File: src/rtl/mips_seq_pkg.sv
// Shared definitions for the MIPS arithmetic sequencer: FSM state encoding and
// instruction-register field positions.
package mips_seq_pkg;

    typedef enum logic [2:0] {
        FETCH     = 3'd0,
        DECODE    = 3'd1,
        EXECUTE   = 3'd2,
        WRITEBACK = 3'd3,
        EXCEPT    = 3'd4
    } seq_state_e;

    localparam int OPCODE_MSB = 31;
    localparam int OPCODE_LSB = 26;
    localparam int FUNCT_MSB  = 5;
    localparam int FUNCT_LSB  = 0;
    localparam int PC_STEP    = 4;

endpackage

File: src/rtl/mips_arith_sequencer_if.sv
// Instruction-fetch, decoder and datapath-control bundle of the sequencer.
// master = sequencer side, slave = memory/decoder/datapath side.
interface mips_arith_sequencer_if #(
    parameter int PC_WIDTH = 32
);
    logic                inst_valid;
    logic [31:0]         inst;
    logic                inst_ready;
    logic [PC_WIDTH-1:0] pc;
    logic [5:0]          opcode;
    logic [5:0]          funct;
    logic                dec_except;
    logic                dec_writeenable;
    logic                alu_en;
    logic                rf_we;
    logic                exc_valid;
    logic [PC_WIDTH-1:0] exc_pc;
    logic                exc_ack;
    logic                halt;

    modport master (
        input  inst_valid, inst, dec_except, dec_writeenable, exc_ack, halt,
        output inst_ready, pc, opcode, funct, alu_en, rf_we, exc_valid, exc_pc
    );

    modport slave (
        output inst_valid, inst, dec_except, dec_writeenable, exc_ack, halt,
        input  inst_ready, pc, opcode, funct, alu_en, rf_we, exc_valid, exc_pc
    );
endinterface

File: src/rtl/mips_seq_exec_timer.sv
// Down-counter that measures the EXECUTE dwell time; done_o is high when the
// count has reached zero.
module mips_seq_exec_timer #(
    parameter int W = 4
) (
    input  logic         clock,
    input  logic         reset_n,
    input  logic         load_i,
    input  logic         dec_i,
    input  logic [W-1:0] load_val_i,
    output logic         done_o
);
    logic [W-1:0] count_q;
    logic [W-1:0] count_d;

    // Next count: load wins over decrement, and the counter parks at zero.
    always_comb begin
        count_d = count_q;
        if (load_i) begin
            count_d = load_val_i;
        end else if (dec_i && (count_q != {W{1'b0}})) begin
            count_d = count_q - {{(W-1){1'b0}}, 1'b1};
        end else begin
            count_d = count_q;
        end
    end

    // Count register with synchronous reset.
    always_ff @(posedge clock) begin
        if (!reset_n) begin
            count_q <= {W{1'b0}};
        end else begin
            count_q <= count_d;
        end
    end

    assign done_o = (count_q == {W{1'b0}});
endmodule

File: src/rtl/mips_arith_sequencer.sv
// Multi-cycle fetch/decode/execute/writeback controller with exception trap.
// Define MIPS_SEQ_PERF_EN to add the retired_cnt/exc_cnt performance counters.
module mips_arith_sequencer
    import mips_seq_pkg::*;
#(
    parameter int                   PC_WIDTH    = 32,
    parameter logic [PC_WIDTH-1:0]  RESET_PC    = 32'h0040_0000,
    parameter int                   EXEC_CYCLES = 1
) (
    input  logic                          clock,
    input  logic                          reset_n,
    mips_arith_sequencer_if.master        bus
`ifdef MIPS_SEQ_PERF_EN
    ,
    output logic [31:0]                   retired_cnt,
    output logic [15:0]                   exc_cnt
`endif
);
    localparam logic [3:0]          EXEC_LOAD = 4'(EXEC_CYCLES - 1);
    localparam logic [PC_WIDTH-1:0] PC_INC    = PC_WIDTH'(PC_STEP);

    seq_state_e          state_q, state_d;
    logic [31:0]         ir_q, ir_d;
    logic [PC_WIDTH-1:0] pc_q, pc_d;
    logic [PC_WIDTH-1:0] exc_pc_q, exc_pc_d;
    logic                exc_valid_q, exc_valid_d;
    logic                inst_ready_q, inst_ready_d;
    logic                alu_en_q, alu_en_d;
    logic                rf_we_q, rf_we_d;
    logic                timer_load_s;
    logic                timer_dec_s;
    logic                timer_done_s;
    logic                ir_unused_s;

    mips_seq_exec_timer #(.W(4)) u_exec_timer (
        .clock      (clock),
        .reset_n    (reset_n),
        .load_i     (timer_load_s),
        .dec_i      (timer_dec_s),
        .load_val_i (EXEC_LOAD),
        .done_o     (timer_done_s)
    );

    // Next-state and next-output decode for the instruction sequencer.
    always_comb begin
        state_d      = state_q;
        ir_d         = ir_q;
        pc_d         = pc_q;
        exc_pc_d     = exc_pc_q;
        exc_valid_d  = exc_valid_q;
        timer_load_s = 1'b0;
        timer_dec_s  = 1'b0;

        case (state_q)
            FETCH: begin
                if (bus.inst_valid && inst_ready_q) begin
                    ir_d    = bus.inst;
                    state_d = DECODE;
                end else begin
                    state_d = FETCH;
                end
            end
            DECODE: begin
                if (bus.dec_except) begin
                    exc_valid_d = 1'b1;
                    exc_pc_d    = pc_q;
                    state_d     = EXCEPT;
                end else begin
                    timer_load_s = 1'b1;
                    state_d      = EXECUTE;
                end
            end
            EXECUTE: begin
                if (timer_done_s) begin
                    state_d = WRITEBACK;
                end else begin
                    timer_dec_s = 1'b1;
                    state_d     = EXECUTE;
                end
            end
            WRITEBACK: begin
                pc_d    = pc_q + PC_INC;
                state_d = FETCH;
            end
            EXCEPT: begin
                if (bus.exc_ack) begin
                    exc_valid_d = 1'b0;
                    pc_d        = exc_pc_q + PC_INC;
                    state_d     = FETCH;
                end else begin
                    state_d = EXCEPT;
                end
            end
            default: begin
                state_d = FETCH;
            end
        endcase

        // Outputs are registered from the state being entered so they align with it.
        inst_ready_d = (state_d == FETCH) && !bus.halt;
        alu_en_d     = (state_d == EXECUTE);
        rf_we_d      = (state_d == WRITEBACK) && bus.dec_writeenable;
    end

    // State, IR, PC, exception and output registers.
    always_ff @(posedge clock) begin
        if (!reset_n) begin
            state_q      <= FETCH;
            ir_q         <= 32'h0000_0000;
            pc_q         <= RESET_PC;
            exc_pc_q     <= {PC_WIDTH{1'b0}};
            exc_valid_q  <= 1'b0;
            inst_ready_q <= 1'b0;
            alu_en_q     <= 1'b0;
            rf_we_q      <= 1'b0;
        end else begin
            state_q      <= state_d;
            ir_q         <= ir_d;
            pc_q         <= pc_d;
            exc_pc_q     <= exc_pc_d;
            exc_valid_q  <= exc_valid_d;
            inst_ready_q <= inst_ready_d;
            alu_en_q     <= alu_en_d;
            rf_we_q      <= rf_we_d;
        end
    end

`ifdef MIPS_SEQ_PERF_EN
    logic [31:0] retired_cnt_q;
    logic [15:0] exc_cnt_q;

    // Retired-instruction and trap counters; both wrap naturally.
    always_ff @(posedge clock) begin
        if (!reset_n) begin
            retired_cnt_q <= 32'h0000_0000;
            exc_cnt_q     <= 16'h0000;
        end else begin
            if (state_q == WRITEBACK) begin
                retired_cnt_q <= retired_cnt_q + 32'h0000_0001;
            end else begin
                retired_cnt_q <= retired_cnt_q;
            end
            if ((state_q == DECODE) && (state_d == EXCEPT)) begin
                exc_cnt_q <= exc_cnt_q + 16'h0001;
            end else begin
                exc_cnt_q <= exc_cnt_q;
            end
        end
    end

    assign retired_cnt = retired_cnt_q;
    assign exc_cnt     = exc_cnt_q;
`endif

    assign bus.inst_ready = inst_ready_q;
    assign bus.pc         = pc_q;
    assign bus.opcode     = ir_q[OPCODE_MSB:OPCODE_LSB];
    assign bus.funct      = ir_q[FUNCT_MSB:FUNCT_LSB];
    assign bus.alu_en     = alu_en_q;
    assign bus.rf_we      = rf_we_q;
    assign bus.exc_valid  = exc_valid_q;
    assign bus.exc_pc     = exc_pc_q;
    assign ir_unused_s    = ^ir_q[25:6];
endmodule

File: src/flat_wrapper.sv
// flat-port wrapper written by rule: the top's interface ports become plain ports
module mips_arith_sequencer_flat import mips_seq_pkg::*;
#(
    parameter int                   PC_WIDTH    = 32,
    parameter logic [PC_WIDTH-1:0]  RESET_PC    = 32'h0040_0000,
    parameter int                   EXEC_CYCLES = 1
)
  (clock, reset_n, bus_inst_valid, bus_inst, bus_dec_except, bus_dec_writeenable, bus_exc_ack, bus_halt, bus_inst_ready, bus_pc, bus_opcode, bus_funct, bus_alu_en, bus_rf_we, bus_exc_valid, bus_exc_pc);
  mips_arith_sequencer_if #(.PC_WIDTH(PC_WIDTH)) bus_i ();
  input  logic clock;
  input  logic reset_n;
  input wire logic [$bits(bus_i.inst_valid)-1:0] bus_inst_valid;
  input wire logic [$bits(bus_i.inst)-1:0] bus_inst;
  input wire logic [$bits(bus_i.dec_except)-1:0] bus_dec_except;
  input wire logic [$bits(bus_i.dec_writeenable)-1:0] bus_dec_writeenable;
  input wire logic [$bits(bus_i.exc_ack)-1:0] bus_exc_ack;
  input wire logic [$bits(bus_i.halt)-1:0] bus_halt;
  output wire logic [$bits(bus_i.inst_ready)-1:0] bus_inst_ready;
  output wire logic [$bits(bus_i.pc)-1:0] bus_pc;
  output wire logic [$bits(bus_i.opcode)-1:0] bus_opcode;
  output wire logic [$bits(bus_i.funct)-1:0] bus_funct;
  output wire logic [$bits(bus_i.alu_en)-1:0] bus_alu_en;
  output wire logic [$bits(bus_i.rf_we)-1:0] bus_rf_we;
  output wire logic [$bits(bus_i.exc_valid)-1:0] bus_exc_valid;
  output wire logic [$bits(bus_i.exc_pc)-1:0] bus_exc_pc;
  assign bus_i.inst_valid = bus_inst_valid;
  assign bus_i.inst = bus_inst;
  assign bus_i.dec_except = bus_dec_except;
  assign bus_i.dec_writeenable = bus_dec_writeenable;
  assign bus_i.exc_ack = bus_exc_ack;
  assign bus_i.halt = bus_halt;
  assign bus_inst_ready = bus_i.inst_ready;
  assign bus_pc = bus_i.pc;
  assign bus_opcode = bus_i.opcode;
  assign bus_funct = bus_i.funct;
  assign bus_alu_en = bus_i.alu_en;
  assign bus_rf_we = bus_i.rf_we;
  assign bus_exc_valid = bus_i.exc_valid;
  assign bus_exc_pc = bus_i.exc_pc;
  mips_arith_sequencer #(.PC_WIDTH(PC_WIDTH), .RESET_PC(RESET_PC), .EXEC_CYCLES(EXEC_CYCLES)) u_core (.clock(clock), .reset_n(reset_n), .bus(bus_i));
endmodule
File: config.mk
export PLATFORM = sky130hd
export DESIGN_NAME = mips_arith_sequencer_flat
export DESIGN_NICKNAME = d
export VERILOG_FILES = /design/src/rtl/mips_seq_pkg.sv /design/src/rtl/mips_arith_sequencer_if.sv /design/src/rtl/mips_seq_exec_timer.sv /design/src/rtl/mips_arith_sequencer.sv /design/src/flat_wrapper.sv
export SDC_FILE = /design/constraint.sdc
export NUM_CORES = 1
export LEC_CHECK = 0
export CORE_AREA = 10 10 109 111
export CTS_BUF_LIST = sky130_fd_sc_hd__clkbuf_8
export CTS_CLUSTER_SIZE = 24
export DETAILED_ROUTE_END_ITERATION = 6
export DIE_AREA = 0 0 119 121
export PLACE_DENSITY = 0.86
export SLEW_MARGIN = 0
export SYNTH_ARGS = -nofsm -noshare
export SYNTH_HDL_FRONTEND = slang
export SYNTH_SLANG_ARGS = --single-unit
File: constraint.sdc
create_clock -name clock -period 8.43 [get_ports clock]
set_clock_uncertainty 0.1 [all_clocks]
set_input_delay 0.843 -clock clock [delete_from_list [all_inputs] [get_ports clock]]
set_output_delay 0.843 -clock clock [all_outputs]
set_load 0.03 [all_outputs]
==> results of run 1 <==
-- layout by cell type (no fill, tap or decap), types with 7 or more instances in the layout --
master,n
dfxtp_1,87
nand4_1,19
clkbuf_8,11
clkdlybuf4s50_1,98
nor3_1,18
buf_4,7
nor2_1,32
a31oi_1,7
inv_1,7
a21oi_1,79
and2_1,9
nand2_1,156
o2111ai_1,7
o21ai_0,29
mux2i_1,13
nand3_1,37
-- kinds of logic after synthesis --
family / count (synthesis) / share of synthesized area, %
mux: 19 / 4.17
compound gates: 174 / 23.0
fa+ha+maj: 2 / 0.528
xor+xnor: 4 / 0.739
flops: 87 / 36.7
simple gates: 299 / 29.3
buf+inv: 60 / 5.59
-- Yosys cell counts, types with 4 or more instances --
master     number  share of area, %
dfxtp_1        87                37
nand4_1        19               2.5
o21a_1          4              0.63
nor3b_1         4              0.63
a31oi_1         7              0.92
mux2_2          6               1.4
o2111ai_1       7               1.3
o21ai_0        29               3.1
nor2_1         32               2.5
buf_2          11               1.2
and3_1          5              0.66
inv_1           7              0.55
a21oi_1        79               8.3
nand2_1       156                12
nor3_1         18               1.9
nand3_1        37               3.9
and2_1          9               1.2
o211ai_1        5              0.79
mux2i_1        13               2.7
a41oi_1         6               1.1
clkbuf_1       34               2.7
-- worst max-delay path: cells and delay by family --
family | cells | cell delay [ns]
simple gates | 3 | 1.29
compound gates | 3 | 0.43
buf+inv | 2 | 0.96
-- state kept, by name (all words and copies together) (netlist names) --
register	count
u_core.u_exec_timer.count_q	4
u_core.bus.inst_ready	1
u_core.bus.pc	32
u_core.state_q	3
u_core.bus.alu_en	1
u_core.ir_q	12
u_core.bus.rf_we	1
u_core.bus.exc_valid	1
u_core.bus.exc_pc	32
-- final cells by class --
type                    instances  area [um^2]
multi-input cells             498         2740
clock buffers                  11          151
clock inverters                 5         57.6
fillers                       860         3720
repair buffers                105         1030
well taps                     133          166
flip-flops and latches         87         1740
inverters                       7         26.3
-- per-layer routing --
metal / share of wire, % / vias up / GRT usage [%]
met5: 0 / - / 0
met4: 1.3 / 0 / 6.41
met3: 9.5 / 26 / 4.37
met2: 51 / 296 / 35.7
met1: 39 / 2451 / 23.2
li1: - / 2435 / -
-- worst max-delay path by stage --
stage | start | to | cells after the start
global route | u_core.state_q[0] | u_core.bus.pc[22] | 8
floorplan | u_core.state_q[1] | u_core.bus.pc[22] | 13
detailed placement | bus_exc_ack | u_core.bus.pc[23] | 8
finish | bus_exc_ack | u_core.bus.pc[23] | 8
global placement | bus_exc_ack | u_core.bus.pc[23] | 8
CTS | bus_exc_ack | u_core.bus.pc[23] | 8
-- stage by stage --
step,power (mW),hold WS [ns],cells
after floorplan,0.463,0.346,645
after global placement,0.486,0.341,830
after detailed placement,0.488,0.347,830
after CTS,0.792,0.361,846
after global routing,0.813,0.374,846
final,0.791,0.360,846
-- power breakdown --
part / internal (mW) / switching [mW]
clock network: 0.153 / 0.160
logic: 0.0217 / 0.0346
registers: 0.415 / 0.00678
==> metrics, run 1 <==
outcome=complete, no violations; num ports=119; CP arrival=3.54 ns; clock latency on the worst-skew pair=0.37 ns; Leak Pwr=1.81 nW; Chip Height=121 um; r2r startpoint=u_core.state_q[0]; Worst setup SP type=input pin; H-tree depth=3; VDD IR max=0.0694 mV; Routed Antenna Nets=0; maximum root-to-sink buffer count=2; fin util=61.4%; largest net degree at the start of global routing=69; Top FF cell, synth=dfxtp_1; Tightest Pin Transition=1.20 ns; worst reg2reg path endpoint=u_core.bus.pc[22]; crit path kind=input pin to register; post-DR wirelength/cell=17.8 um; crit path cell chain=clkdlybuf4s50_1 > nand4bb_1 > o21ai_2 > buf_4 > nand2_1 > nor4b_1 > a41oi_1 > o21ai_0; # setup viols final=0; postcts setup bufs=0; violation count after the first detailed-route iteration=769; Mapped Cells=645; fraction of layout cells with a size suffix above 1=5.75%; final instance area=5920 um^2; CTS resizes=0; CP max FO=37; net count after synthesis=686; vias in the first global route=4814; FMAX=0.298 GHz; Starting Density=49.2%; Hold Violations, Final=0; Post-CTS Hold Fix Bufs=0; Worst Hold Depth=2; Critical Path RT=8.61 ns; R2R cell count=8; Worst R2R Setup Slack=5.11 ns; vias per cell=6.16; GP Congestion=0.937; Final period util=39.9%; pwr/cell area=134 nW/um^2; CP max stage cell=nand4bb_1; max_cap viols=0; cts bufs inserted=9; CTS sink count=87; Residual DRC=0; DRT Pass-1 Iters=7; CP max stage delay=0.73 ns; DP Worst Slack=4.72 ns; setup TNS=0 ns; Min-Delay Endpoint=u_core.ir_q[30]; Yosys reg bits=87; clock transition at the registers of the reported paths=0.09 ns; synthesized area=4740 um^2; HP Start=u_core.ir_q[30]; DP Wirelength=9.88 mm; Mapped Avg Cell Area=7.35 um^2; row cnt=36; Async SR Flop Fraction=0%; slew margin rel.=19.8%; YS warnings=0; CTS tree=yes; Worst Hold Class=register to register; total grt overflow=0; post-synth cell types=61; Antenna Cells=0; Critical Path Sink Type=register; Clk Tree Root Cell=clkbuf_8; RSZ-0062 raised after global routing=no; Core ar.=9640 um^2; total track usage=20.0%; # nets final=749; Vias=5208; post-route setup slack=5.07 ns; Post-synth EDFFs=0; clock period minus worst slack=3.36 ns; antenna violations before repair=0; placed cell area=5710 um^2; Port Buf Inserts=98; first-pass GRT wire length=24.4 mm; WL final=15.1 mm; chip width=119 um; Syn-to-layout area delta=24.9%; die area=14400 um^2; sequential-to-total area share from yosys stat=36.7%; Final Max Tran Viols=0
Note: power is estimated with default switching activity, not from simulation.
==> run 2: changes to the inputs <==
--- a/config.mk
+++ b/config.mk
@@ -5,12 +5,12 @@
 export SDC_FILE = /design/constraint.sdc
 export NUM_CORES = 1
 export LEC_CHECK = 0
-export CORE_AREA = 10 10 109 111
+export CORE_AREA = 10 10 113 115
 export CTS_BUF_LIST = sky130_fd_sc_hd__clkbuf_8
 export CTS_CLUSTER_SIZE = 24
 export DETAILED_ROUTE_END_ITERATION = 6
-export DIE_AREA = 0 0 119 121
-export PLACE_DENSITY = 0.86
+export DIE_AREA = 0 0 123 125
+export PLACE_DENSITY = 0.83
 export SLEW_MARGIN = 0
 export SYNTH_ARGS = -nofsm -noshare
 export SYNTH_HDL_FRONTEND = slang
==> constraint.sdc (replaced) <==
create_clock -name clock -period 3 [get_ports clock]
set_clock_uncertainty 0.1 [all_clocks]
set_input_delay 0.3 -clock clock [delete_from_list [all_inputs] [get_ports clock]]
set_output_delay 0.3 -clock clock [all_outputs]
set_load 0.03 [all_outputs]
==> metrics, run 2 (synthesis gave the netlist of run 1 again) <==
worst reg2reg path endpoint=u_core.bus.pc[27]; row cnt=38; # setup viols final=0; WL final=15.2 mm; Chip Height=125 um; Starting Density=44.7%; FMAX=0.370 GHz; Final period util=90.2%; antenna violations before repair=0; vias per cell=6.13; pwr/cell area=359 nW/um^2; CP max stage delay=0.50 ns; Residual DRC=1; H-tree depth=3; post-DR wirelength/cell=17.6 um; DRT Pass-1 Iters=7; total track usage=19.2%; r2r startpoint=u_core.state_q[0]; Port Buf Inserts=98; Final Max Tran Viols=0; Worst Hold Depth=2; combined buffer and inverter count along the critical path=0; total placed cells including tap cells=850; most frequent cells in the layout=nand2_1 (156), clkdlybuf4s50_1 (98), dfxtp_1 (86), a21oi_1 (79), nand3_1 (37); most common cell after layout, fill and taps aside=nand2_1; cts bufs inserted=9; Min-Delay Endpoint=u_core.bus.exc_valid; CP max FO=11; HP Start=u_core.bus.exc_valid; Leak Pwr=1.87 nW; CTS sink count=87; setup TNS=0 ns; Routed Antenna Nets=0; Worst Hold Class=register to register; CTS tree=yes; crit path cell chain=or3b_4 > nor4_4 > o22ai_2 > nor4_1 > mux2_2 > a21oi_1; CP arrival=2.90 ns; Clk Tree Root Cell=clkbuf_8; family with the most delay on the worst path=simple AND/OR/NAND/NOR gates; VDD IR max=0.234 mV; CP max stage cell=or3b_4; Core ar.=10600 um^2; Tightest Pin Transition=0.936 ns; GP Congestion=0.922; maximum root-to-sink buffer count=2; total grt overflow=0; clock latency on the worst-skew pair=0.36 ns; DP Wirelength=10.5 mm; final std cells w/o fill=863; die area=15400 um^2; Critical Path Sink Type=register; RSZ-0062 raised after global routing=no; clock transition at the registers of the reported paths=0.08 ns; Overall Power=2.17 mW; Vias=5292; vias in the first global route=5199; first-pass GRT wire length=25.0 mm; violated checks=design-rule violations; slew margin rel.=37.6%; Hold Violations, Final=0; outcome=complete, but fails checks; fraction of layout cells with a size suffix above 1=7.33%; Worst setup SP type=register; R2R cell count=6; violation count after the first detailed-route iteration=492; crit path kind=register to register; Critical Path RT=3.19 ns; Syn-to-layout area delta=27.4%; largest net degree at the start of global routing=34; Antenna Cells=0; num ports=119; clock period minus worst slack=2.71 ns; max_cap viols=0; # nets final=762; chip width=123 um; postcts setup bufs=0; Worst R2R Setup Slack=0.29 ns
[run 2: cell types whose count changed in the layout (fill, tap and decap cells not counted), sizes merged]
cell,before,now
buf,7,20
clkinvlp,2,0
clkinv,1,0
[run 2: stage by stage]
step / util (%) / area (um^2) / setup WS [ns] / hold WS (ns)
6_report: 57.0 / 6040 / 0.294 / 0.366
3_3_place_gp: 55.1 / 5840 / 0.268 / 0.341
2_1_floorplan: - / 4740 / 0.0877 / 0.336
5_1_grt: 57.0 / 6040 / 0.133 / 0.392
4_1_cts: 56.9 / 6030 / 0.107 / 0.367
3_5_place_dp: 55.1 / 5840 / 0.108 / 0.357
[run 2: routing by layer]
layer,routed length [um],global-route usage (%),vias to the layer above
li1,-,-,2449
met1,5660,21.7,2495
met2,7500,32.6,305
met3,1740,7.07,43
met4,289,6.03,0
met5,0,0,-
[run 2: area by class of cell]
cell class                 count  area (um^2)
sequential                    87         1740
clock buffer                  11          151
clock inverter                 2         33.8
multi-input combinational    498         2760
tap                          140          175
inverter                       7         26.3
timing repair buffer         118         1160
fill                         972         4560
[run 2: repair_timing]
item                                    CTS  global route
gates resized for setup                   0             3
endpoints found under the setup margin    0             8
hold buffers                              0             0
[run 2: worst max path at each step]
stage,slack [ns],depth (start not counted),start,endpoint
5_1_grt,0.13,8,u_core.state_q[0],u_core.bus.pc[22]
4_1_cts,0.11,7,u_core.state_q[0],u_core.bus.pc[27]
2_1_floorplan,0.09,14,u_core.state_q[2],u_core.bus.pc[22]
3_3_place_gp,0.27,7,u_core.state_q[0],u_core.bus.pc[27]
3_5_place_dp,0.11,7,u_core.state_q[0],u_core.bus.pc[27]
6_report,0.29,6,u_core.state_q[0],u_core.bus.pc[27]
[run 2: worst min-delay path, delay by kind of cell, from the launching register on]
kind | cells | cell delay [ns]
AOI/OAI and AO/OA | 1 | 0.05
and+or+nand+nor | 1 | 0.05
DFF | 1 | 0.32
[run 2: power breakdown]
part           internal (mW)  switching (mW)  leakage [nW]
Clock                  0.415           0.399        0.0985
Combinational         0.0661          0.0979          1.07
Sequential              1.17          0.0212         0.702
==> run 3: changes to the inputs <==
--- a/config.mk
+++ b/config.mk
@@ -10,6 +10,7 @@
 export CTS_CLUSTER_SIZE = 24
 export DETAILED_ROUTE_END_ITERATION = 6
 export DIE_AREA = 0 0 123 125
+export HOLD_SLACK_MARGIN = 0.06
 export PLACE_DENSITY = 0.83
 export SLEW_MARGIN = 0
 export SYNTH_ARGS = -nofsm -noshare
==> results of run 3 <==
Same layout as run 2: the final DEF is identical, and so are final timing and power.
